`src/rtl/game_pkg.sv`:
```
// Shared encodings for the game FSM and the life manager.
package game_pkg;

  localparam int unsigned GAME_STATE_W = 2;

  localparam logic [GAME_STATE_W-1:0] GAME_INITIAL = 2'd0;
  localparam logic [GAME_STATE_W-1:0] GAME_PLAYING = 2'd1;
  localparam logic [GAME_STATE_W-1:0] GAME_OVER    = 2'd2;

  typedef enum logic [1:0] {
    LIFE_ALIVE  = 2'd0,
    LIFE_INVULN = 2'd1,
    LIFE_DEAD   = 2'd2
  } life_state_t;

endpackage

```
`src/rtl/life_manager_if.sv`:
```
// Game-state/collision inputs and HUD outputs of the life manager.
interface life_manager_if
  import game_pkg::*;
#(
  parameter int unsigned LIFE_W = 2
) ();

  logic [GAME_STATE_W-1:0] state;
  logic                    frame_tick;
  logic                    hit;
  logic [LIFE_W-1:0]       lives;
  logic                    invincible;
  logic                    blink;
  logic                    game_over;

  modport master (
    output state, frame_tick, hit,
    input  lives, invincible, blink, game_over
  );

  modport slave (
    input  state, frame_tick, hit,
    output lives, invincible, blink, game_over
  );

endinterface

```
`src/rtl/frame_timer.sv`:
```
// Loadable frame down-counter; done_c flags the tick on which the count is 1.
module frame_timer #(
  parameter int unsigned W = 6
) (
  input  logic         clk,
  input  logic         rst_n,
  input  logic         clr,
  input  logic         load,
  input  logic [W-1:0] load_val,
  input  logic         tick,
  input  logic         en,
  output logic         done_c
);

  logic [W-1:0] count_q, count_d;

  // Clear beats load beats decrement; the count never wraps below zero.
  always_comb begin
    count_d = count_q;
    if (clr) begin
      count_d = '0;
    end else if (load) begin
      count_d = load_val;
    end else if (tick && en && (count_q != '0)) begin
      count_d = count_q - W'(1);
    end
  end

  always_ff @(posedge clk or negedge rst_n) begin
    if (!rst_n) begin
      count_q <= '0;
    end else begin
      count_q <= count_d;
    end
  end

  assign done_c = tick && (count_q == W'(1));

endmodule

```
`src/rtl/life_manager.sv`:
```
// Life counter, post-hit invulnerability window and game_over for the game FSM.
// Optional sprite blink during invulnerability when BLINK_EN is defined.
module life_manager
  import game_pkg::*;
#(
  parameter int unsigned MAX_LIVES    = 3,
  parameter int unsigned LIFE_W       = 2,
  parameter int unsigned INV_FRAMES   = 60,
  parameter int unsigned INV_W        = 6,
  parameter int unsigned BLINK_FRAMES = 4
) (
  input  logic           clk,
  input  logic           rst_n,
  life_manager_if.slave  bus
);

  if (MAX_LIVES < 1 || MAX_LIVES > (2**LIFE_W) - 1 ||
      INV_FRAMES < 1 || INV_FRAMES > (2**INV_W) - 1 || BLINK_FRAMES < 1) begin : g_param_check
    $error("life_manager: illegal parameter set");
  end

  life_state_t       state_q, state_d;
  logic [LIFE_W-1:0] lives_q, lives_d;
  logic              inv_q, inv_d;
  logic              over_q, over_d;

  logic inv_clr, inv_load, inv_en, inv_done_c;

  frame_timer #(.W(INV_W)) u_inv_timer (
    .clk      (clk),
    .rst_n    (rst_n),
    .clr      (inv_clr),
    .load     (inv_load),
    .load_val (INV_W'(INV_FRAMES)),
    .tick     (bus.frame_tick),
    .en       (inv_en),
    .done_c   (inv_done_c)
  );

`ifdef BLINK_EN
  localparam int unsigned BLK_W = $clog2(BLINK_FRAMES + 1);

  logic blink_q, blink_d;
  logic blk_clr, blk_load, blk_en, blk_done_c;

  frame_timer #(.W(BLK_W)) u_blink_timer (
    .clk      (clk),
    .rst_n    (rst_n),
    .clr      (blk_clr),
    .load     (blk_load),
    .load_val (BLK_W'(BLINK_FRAMES)),
    .tick     (bus.frame_tick),
    .en       (blk_en),
    .done_c   (blk_done_c)
  );
`endif

  // Next-state: INITIAL rearms everything, PLAYING advances only on frame ticks, OVER holds.
  always_comb begin
    state_d  = state_q;
    lives_d  = lives_q;
    inv_d    = inv_q;
    over_d   = over_q;
    inv_clr  = 1'b0;
    inv_load = 1'b0;
    inv_en   = 1'b0;
`ifdef BLINK_EN
    blink_d  = blink_q;
    blk_clr  = 1'b0;
    blk_load = 1'b0;
    blk_en   = 1'b0;
`endif
    case (bus.state)
      GAME_INITIAL: begin
        state_d = LIFE_ALIVE;
        lives_d = LIFE_W'(MAX_LIVES);
        inv_d   = 1'b0;
        over_d  = 1'b0;
        inv_clr = 1'b1;
`ifdef BLINK_EN
        blink_d = 1'b0;
        blk_clr = 1'b1;
`endif
      end
      GAME_PLAYING: begin
        if (bus.frame_tick) begin
          case (state_q)
            LIFE_ALIVE: begin
              if (bus.hit && (lives_q > LIFE_W'(1))) begin
                lives_d  = lives_q - LIFE_W'(1);
                inv_load = 1'b1;
                inv_d    = 1'b1;
                state_d  = LIFE_INVULN;
`ifdef BLINK_EN
                blink_d  = 1'b1;
                blk_load = 1'b1;
`endif
              end else if (bus.hit) begin
                lives_d = '0;
                over_d  = 1'b1;
                state_d = LIFE_DEAD;
              end
            end
            LIFE_INVULN: begin
              inv_en = 1'b1;
              if (inv_done_c) begin
                inv_d   = 1'b0;
                state_d = LIFE_ALIVE;
`ifdef BLINK_EN
                blink_d = 1'b0;
                blk_clr = 1'b1;
`endif
              end else begin
`ifdef BLINK_EN
                blk_en = 1'b1;
                if (blk_done_c) begin
                  blink_d  = ~blink_q;
                  blk_load = 1'b1;
                end
`endif
              end
            end
            LIFE_DEAD: begin
              lives_d = '0;
              over_d  = 1'b1;
            end
            default: state_d = LIFE_ALIVE;
          endcase
        end
      end
      default: ;
    endcase
  end

  always_ff @(posedge clk or negedge rst_n) begin
    if (!rst_n) begin
      state_q <= LIFE_ALIVE;
      lives_q <= LIFE_W'(MAX_LIVES);
      inv_q   <= 1'b0;
      over_q  <= 1'b0;
    end else begin
      state_q <= state_d;
      lives_q <= lives_d;
      inv_q   <= inv_d;
      over_q  <= over_d;
    end
  end

`ifdef BLINK_EN
  always_ff @(posedge clk or negedge rst_n) begin
    if (!rst_n) begin
      blink_q <= 1'b0;
    end else begin
      blink_q <= blink_d;
    end
  end

  assign bus.blink = blink_q;
`else
  assign bus.blink = 1'b0;
`endif

  assign bus.lives      = lives_q;
  assign bus.invincible = inv_q;
  assign bus.game_over  = over_q;

endmodule

```
`src/flat_wrapper.sv`:
```
// flat-port wrapper written by rule: the top's interface ports become plain ports
module life_manager_flat import game_pkg::*;
#(
  parameter int unsigned MAX_LIVES    = 3,
  parameter int unsigned LIFE_W       = 2,
  parameter int unsigned INV_FRAMES   = 60,
  parameter int unsigned INV_W        = 6,
  parameter int unsigned BLINK_FRAMES = 4
)
  (clk, rst_n, bus_state, bus_frame_tick, bus_hit, bus_lives, bus_invincible, bus_blink, bus_game_over);
  life_manager_if #(.LIFE_W(LIFE_W)) bus_i ();
  input  logic clk;
  input  logic rst_n;
  input wire logic [$bits(bus_i.state)-1:0] bus_state;
  input wire logic [$bits(bus_i.frame_tick)-1:0] bus_frame_tick;
  input wire logic [$bits(bus_i.hit)-1:0] bus_hit;
  output wire logic [$bits(bus_i.lives)-1:0] bus_lives;
  output wire logic [$bits(bus_i.invincible)-1:0] bus_invincible;
  output wire logic [$bits(bus_i.blink)-1:0] bus_blink;
  output wire logic [$bits(bus_i.game_over)-1:0] bus_game_over;
  assign bus_i.state = bus_state;
  assign bus_i.frame_tick = bus_frame_tick;
  assign bus_i.hit = bus_hit;
  assign bus_lives = bus_i.lives;
  assign bus_invincible = bus_i.invincible;
  assign bus_blink = bus_i.blink;
  assign bus_game_over = bus_i.game_over;
  life_manager #(.MAX_LIVES(MAX_LIVES), .LIFE_W(LIFE_W), .INV_FRAMES(INV_FRAMES), .INV_W(INV_W), .BLINK_FRAMES(BLINK_FRAMES)) u_core (.clk(clk), .rst_n(rst_n), .bus(bus_i));
endmodule
```
`config.mk`:
```
export PLATFORM = sky130hd
export DESIGN_NAME = life_manager_flat
export DESIGN_NICKNAME = d
export VERILOG_FILES = /design/src/rtl/game_pkg.sv /design/src/rtl/life_manager_if.sv /design/src/rtl/frame_timer.sv /design/src/rtl/life_manager.sv /design/src/flat_wrapper.sv
export SDC_FILE = /design/constraint.sdc
export NUM_CORES = 1
export LEC_CHECK = 0
export CAP_MARGIN = 20
export CORE_MARGIN = 4
export CORE_UTILIZATION = 52
export CTS_CLUSTER_SIZE = 8
export DETAILED_ROUTE_END_ITERATION = 10
export PLACE_DENSITY_LB_ADDON = 0.2
export SYNTH_ARGS = -nofsm -noshare
export SYNTH_HDL_FRONTEND = slang
export SYNTH_SLANG_ARGS = --single-unit
```
`constraint.sdc`:
```
create_clock -name clk -period 2.6 [get_ports clk]
set_clock_uncertainty 0.15 [all_clocks]
set_input_delay 0.52 -clock clk [delete_from_list [all_inputs] [get_ports clk]]
set_output_delay 0.52 -clock clk [all_outputs]
set_load 0.02 [all_outputs]
```
==> results_dict.tcl, run 1 <==
set metrics [dict create \
    io_pins 11 \
    port_buffer_count 9 \
    final.setup.worst_slack_ns 0.474 \
    critical_path_fanouts_max 8 \
    crit-reg2reg-capture "u_core.u_inv_timer.count_q[5]" \
    clock_latency_ns 0.29 \
    drt_first_pass_iters 4 \
    synth_top_area_share_pct 31.0 \
    power.switching_w 0.000165 \
    post-synth-top-area-cell "dfrtp_1" \
    global_route_wire_length_before_repair_mm 2.82 \
    cts_repair_resize_count 0 \
    critical_path.cell_chain "clkdlybuf4s50_1 -> and2b_1 -> and4_1 -> and4b_1 -> nor3_1" \
    initial_core_util_pct 58.4 \
    post_cts_clock_slew_at_the_launch_and_capture_registers_of_the_worst_setup_and_hold_paths_ns 0.08 \
    yosys.cell_types.count 37 \
    internal_power_w 0.000369 \
    gr-usage-all-layers_pct 18.9 \
    cts_tree "done" \
    crit_path_top_delay_cell "clkdlybuf4s50_1" \
    p_leak_nw 0.395 \
    power.share.sequential_pct 44.0 \
    timing_worst_setup_path_type "in -> reg" \
    worst_hold_slack_ns 0.362 \
    worst_ep_required_time_ns 2.66 \
    slew-limit-headroom_pct 62.0 \
    ir_drop_v 0.000316 \
    power.switching_fraction_pct 30.9 \
    dieWidth_um 47.4 \
    final_core_util_pct 68.1 \
    proportion_of_layout_cells_with_a_drive_suffix_above_1_pct 19.8 \
    synth_common_cells "dfrtp_1 (10), inv_1 (9), ha_1 (4), nor2_1 (4), nor3_1 (4)" \
    dpl_worst_slack_ns 0.179 \
    setup.worst_path.end_class "flop" \
    maximum_number_of_pins_on_one_net_before_global_route_repair 13 \
    timing.setup.tns_ns 0 \
    yosysSeqAreaShare_pct 37.5 \
    drt.antenna.violating_nets 0 \
    clock_sink_count 12 \
    mappedNetlistArea_um2 807 \
    ys.flop_type "dfrtp_1" \
    synthToLayoutAreaGrowth_pct 16.6 \
    worst-r2r-cell-count 6 \
    syn-num-nets 89 \
    cp.arrival_ns 2.18 \
    run_status "finished, final reports clean" \
    postCtsSetupRepairBufs 0 \
    critical_path_end "u_core.u_inv_timer.count_q[5]" \
    core.rowCount 13 \
    drt_iter0_markers 13 \
    fin_crit_ns 2.13 \
    route.vias.total 651 \
    pwr-share-clk_pct 28.5 \
    synth_warnings 0 \
    hpwlAfterDp_mm 1.23 \
    max_freq_mhz 470 \
    fraction_of_registers_with_async_set_or_reset_after_synthesis_pct 100 \
    wl_mm 1.65 \
    slew_viol_final 0 \
    number_of_global_route_vias_before_repair 635 \
    routed_wire_length_per_instance_um 15.6 \
    cts.hold.buffers_added 0 \
    number_of_enable_flip_flop_cells_after_synthesis 0 \
    startpoint "bus_state[0]" \
    clock_tree.root_cell "clkbuf_4" \
    netlist_instances 79 \
    synth_top_cells_by_area "dfrtp_1 (31%), dfstp_2 (6.5%), ha_1 (6.2%)" \
    cts_buffers 3 \
    critical-path-max-stage-delay_ns 0.58 \
    fillCellCount 112 \
    post-route-period-util_pct 81.8 \
    grt_setup_unrepaired "no" \
    powerDensity_nw_per_um2 568 \
    synthMostInstantiatedCell "dfrtp_1" \
    antenna_cells_inserted 0 \
    final_setup_viols 0 \
    worst_slew_pin_slew_ns 0.569 \
    r2r-start "u_core.bus.lives[1]" \
    postSynthAreaPerCell_um2 10.2 \
    avgViaCountPerCell 6.14 \
    reg2reg_slack_ns 0.57 \
    max_cap_violations 0 \
    min-delay-path-class "reg -> reg" \
    report.final.hold_viol_count 0 \
    antenna_violations_before_repair 0 \
    fp.dieH_um 47.4 \
    clockBufferDepth 2 \
    grt-ovfl-total 0 \
    die_area_um2 2250 \
    floorplan.core_area_um2 1380 \
    combinationalPowerShare_pct 27.5 \
    yosys_register_bits 12 \
    layout.nets 102 \
    timing.critical_path.from_type "primary input" \
    cts.htree.levels 1 \
    gpl.final_weighted_congestion 0.814 \
    route.detailed.drc 0 \
]
flip-flops by register name, indices dropped and copies added (netlist names):
signal	flops
u_core.u_inv_timer.count_q	6
u_core.bus.invincible	1
u_core.bus.game_over	1
u_core.state_q	2
u_core.bus.lives	2
critical path, delay by kind of cell:
kind          cells  cell delay (ns)
buf+inv           1             0.58
simple gates      4             1.08
cells by family after synthesis:
group / count (synthesis) / share of synthesized area (%)
xor gates and xnor gates: 1 / 1.09
DFF: 12 / 37.5
other: 1 / 0.465
buffers and inverters: 12 / 7.44
adders and majority gates: 4 / 6.20
and+or+nand+nor: 25 / 20.3
muxes: 3 / 4.03
AOI/OAI and AO/OA: 21 / 22.9
cell type report:
type / instances / area (um2) / share of cell area, %
repair buffers: 11 / 105 / 11.2
clock buffers: 4 / 36.3 / 3.86
multi-input cells: 55 / 444 / 47.2
inverters: 9 / 33.8 / 3.59
flip-flops and latches: 12 / 303 / 32.2
well taps: 15 / 18.8 / 1.99
placed cells by master (no fill, tap or decap), types with 2 or more instances in the layout:
cell	instances
dfrtp_1	10
nand2_1	3
nor3b_1	2
dfstp_2	2
inv_1	9
o21ai_0	3
o31ai_1	2
nor2_1	4
nor3_1	4
a31oi_1	3
ha_1	4
a211oi_2	3
buf_4	2
mux2_2	2
and4_1	2
clkdlybuf4s50_1	9
clkbuf_4	3
a311oi_1	3
how the worst min path moves through the flow:
stage                         startpoint                    to  slack [ns]  depth (start not counted)
floorplan                          rst_n  u_core.bus.game_over        0.07                          0
global placement    u_core.bus.game_over  u_core.bus.game_over        0.35                          2
detailed placement  u_core.bus.game_over  u_core.bus.game_over        0.34                          2
CTS                 u_core.bus.game_over  u_core.bus.game_over        0.37                          2
global route        u_core.bus.game_over  u_core.bus.game_over        0.42                          2
finish              u_core.bus.game_over  u_core.bus.game_over        0.36                          2
power by group through the flow:
| stage | combinational (W) | clock [W] | sequential [W] |
|---|---|---|---|
| finish | 0.000147 | 0.000152 | 0.000235 |
| global route | 0.000162 | 0.000168 | 0.000238 |
| CTS | 0.000148 | 0.000159 | 0.000234 |
| detailed placement | 0.000146 | 0 | 0.000238 |
| global placement | 0.000143 | 0 | 0.000237 |
| floorplan | 0.0000740 | 0 | 0.000250 |
metal layers:
metal	vias to the layer above	GRT usage (%)	routed length, um
li1	318	-	-
met1	311	23.4	747
met2	18	28.9	775
met3	4	5.75	89
met4	0	10.5	39
met5	-	0	0
metrics by stage:
step | cells | power [W] | instance area [um2]
detailed placement | 102 | 0.000384 | 905
global placement | 102 | 0.000380 | 905
CTS | 106 | 0.000541 | 941
floorplan | 79 | 0.000324 | 807
global route | 106 | 0.000568 | 941
finish | 106 | 0.000534 | 941
Note: power is estimated with default switching activity, not from simulation.
==> run 2, diff against run 1 <==
==> constraint.sdc (replaced) <==
create_clock -name clk -period 2 [get_ports clk]
set_clock_uncertainty 0.15 [all_clocks]
set_input_delay 0.4 -clock clk [delete_from_list [all_inputs] [get_ports clk]]
set_output_delay 0.4 -clock clk [all_outputs]
set_load 0.02 [all_outputs]
==> results_dict.tcl, run 2 (same netlist as run 1, synthesis figures left out) <==
set metrics [dict create \
    fin_crit_ns 1.89 \
    drt_iter0_markers 20 \
    clockBufferDepth 2 \
    worst_slew_pin_slew_ns 0.533 \
    postCtsSetupRepairBufs 0 \
    report.final.hold_viol_count 0 \
    final_core_util_pct 75.6 \
    final_cell_mix "buf_4 (14), dfrtp_1 (10), inv_1 (9), clkdlybuf4s50_1 (7)" \
    clock_latency_ns 0.28 \
    avgViaCountPerCell 6.10 \
    dieWidth_um 47.4 \
    final_setup_viols 0 \
    io_pins 11 \
    number_of_global_route_vias_before_repair 656 \
    setup.worst_path.end_class "flop" \
    maximum_number_of_pins_on_one_net_before_global_route_repair 13 \
    timing.critical_path.buf_inv 1 \
    cts_buffers 3 \
    gpl.final_weighted_congestion 0.850 \
    min-delay-path-class "in -> async" \
    cts_repair_resize_count 0 \
    post_cts_clock_slew_at_the_launch_and_capture_registers_of_the_worst_setup_and_hold_paths_ns 0.08 \
    powerDensity_nw_per_um2 683 \
    die_area_um2 2250 \
    core.rowCount 13 \
    grt_setup_unrepaired "no" \
    p_leak_nw 0.475 \
    worst_ep_required_time_ns 2.05 \
    fp.dieH_um 47.4 \
    synthToLayoutAreaGrowth_pct 29.5 \
    route.vias.total 720 \
    post-route-cell-area_um2 1040 \
    reg2reg_slack_ns 0.11 \
    mostFrequentLayoutCell "buf_4" \
    drt_first_pass_iters 6 \
    gr-usage-all-layers_pct 20.1 \
    critical_path_fanouts_max 7 \
    cts.htree.levels 1 \
    global_route_wire_length_before_repair_mm 3.03 \
    route.detailed.drc 0 \
    floorplan.core_area_um2 1380 \
    cts.hold.buffers_added 0 \
    slew-limit-headroom_pct 64.3 \
    antenna_violations_before_repair 0 \
    largest_register_ffs 6 \
    layout.nets 114 \
    initial_core_util_pct 58.4 \
    max_freq_mhz 529 \
    clock_sink_count 12 \
    cp.arrival_ns 1.94 \
    hpwlAfterDp_mm 1.35 \
    port_buffer_count 9 \
    timing_worst_setup_path_type "reg -> reg" \
    routed_wire_length_per_instance_um 16.4 \
    cpLargestDelayFamily "simple AND/OR/NAND/NOR gates" \
    antenna_cells_inserted 0 \
    crit_path_top_delay_cell "dfstp_2" \
    r2r-start "u_core.bus.lives[1]" \
    placed_area_um2 995 \
    critical-path-max-stage-delay_ns 0.55 \
    run_status "finished, final reports clean" \
    cts_tree "done" \
    crit-reg2reg-capture "u_core.u_inv_timer.count_q[5]" \
    worst-r2r-cell-count 6 \
    post-route-period-util_pct 94.5 \
    grt-ovfl-total 0 \
    wl_mm 1.93 \
    register_with_the_highest_flop_count "u_core.u_inv_timer.count_q" \
    critical_path.cell_chain "inv_1 -> ha_1 -> and3b_1 -> and4_4 -> and4b_1 -> nor3_1" \
    max_cap_violations 0 \
    ir_drop_v 0.000691 \
    drt.antenna.violating_nets 0 \
    proportion_of_layout_cells_with_a_drive_suffix_above_1_pct 31.1 \
    slew_viol_final 0 \
    timing.critical_path.from_type "flop" \
    clock_tree.root_cell "clkbuf_4" \
]
-- run 2: cell types whose count changed in the layout (fill, tap and decap cells not counted), sizes merged --
cell	delta
dlymetal6s2s	+2
clkdlybuf4s50	-2
buf	+12
-- run 2: where the power goes --
group	internal [W]	total (W)	switching, W
registers	0.000275	0.000306	0.0000301
clock network	0.000111	0.000197	0.0000861
logic	0.000103	0.000211	0.000108
total	0.000489	0.000713	0.000224
-- run 2: cell type report --
cell class / count / area (um2)
multi-input combinational: 55 / 453
fill: 96 / 338
sequential: 12 / 303
timing repair buffer: 23 / 200
clock buffer: 4 / 36.3
inverter: 9 / 33.8
tap: 15 / 18.8
-- run 2: stage by stage --
stage | setup WS, ns | instances | TNS, ns | hold WS (ns) | total power (W)
6_report | 0.111 | 118 | 0 | 0.312 | 0.000713
5_1_grt | 0.0116 | 118 | 0 | 0.352 | 0.000746
4_1_cts | 0.00371 | 118 | 0 | 0.351 | 0.000709
3_5_place_dp | -0.156 | 114 | -0.634 | 0.336 | 0.000512
3_3_place_gp | -0.101 | 114 | -0.433 | 0.360 | 0.000504
2_1_floorplan | 0.0268 | 79 | 0 | -0.0456 | 0.000421
-- run 2: how the worst max path moves through the flow --
stage                              startpoint                            end  depth (start not counted)
after floorplan           u_core.bus.lives[1]  u_core.u_inv_timer.count_q[5]                          7
after global placement           bus_state[1]  u_core.u_inv_timer.count_q[2]                          6
after detailed placement         bus_state[0]  u_core.u_inv_timer.count_q[2]                          6
after CTS                 u_core.bus.lives[0]                   bus_lives[0]                          1
after global routing      u_core.bus.lives[1]  u_core.u_inv_timer.count_q[5]                          6
final                     u_core.bus.lives[1]  u_core.u_inv_timer.count_q[5]                          6
-- run 2: layer usage --
metal	vias to the layer above	wire length [um]	GRT usage [%]
met5	-	0	0
met1	341	831	27.1
met4	0	34	7.18
li1	339	-	-
met3	7	118	6.13
met2	33	949	30.5
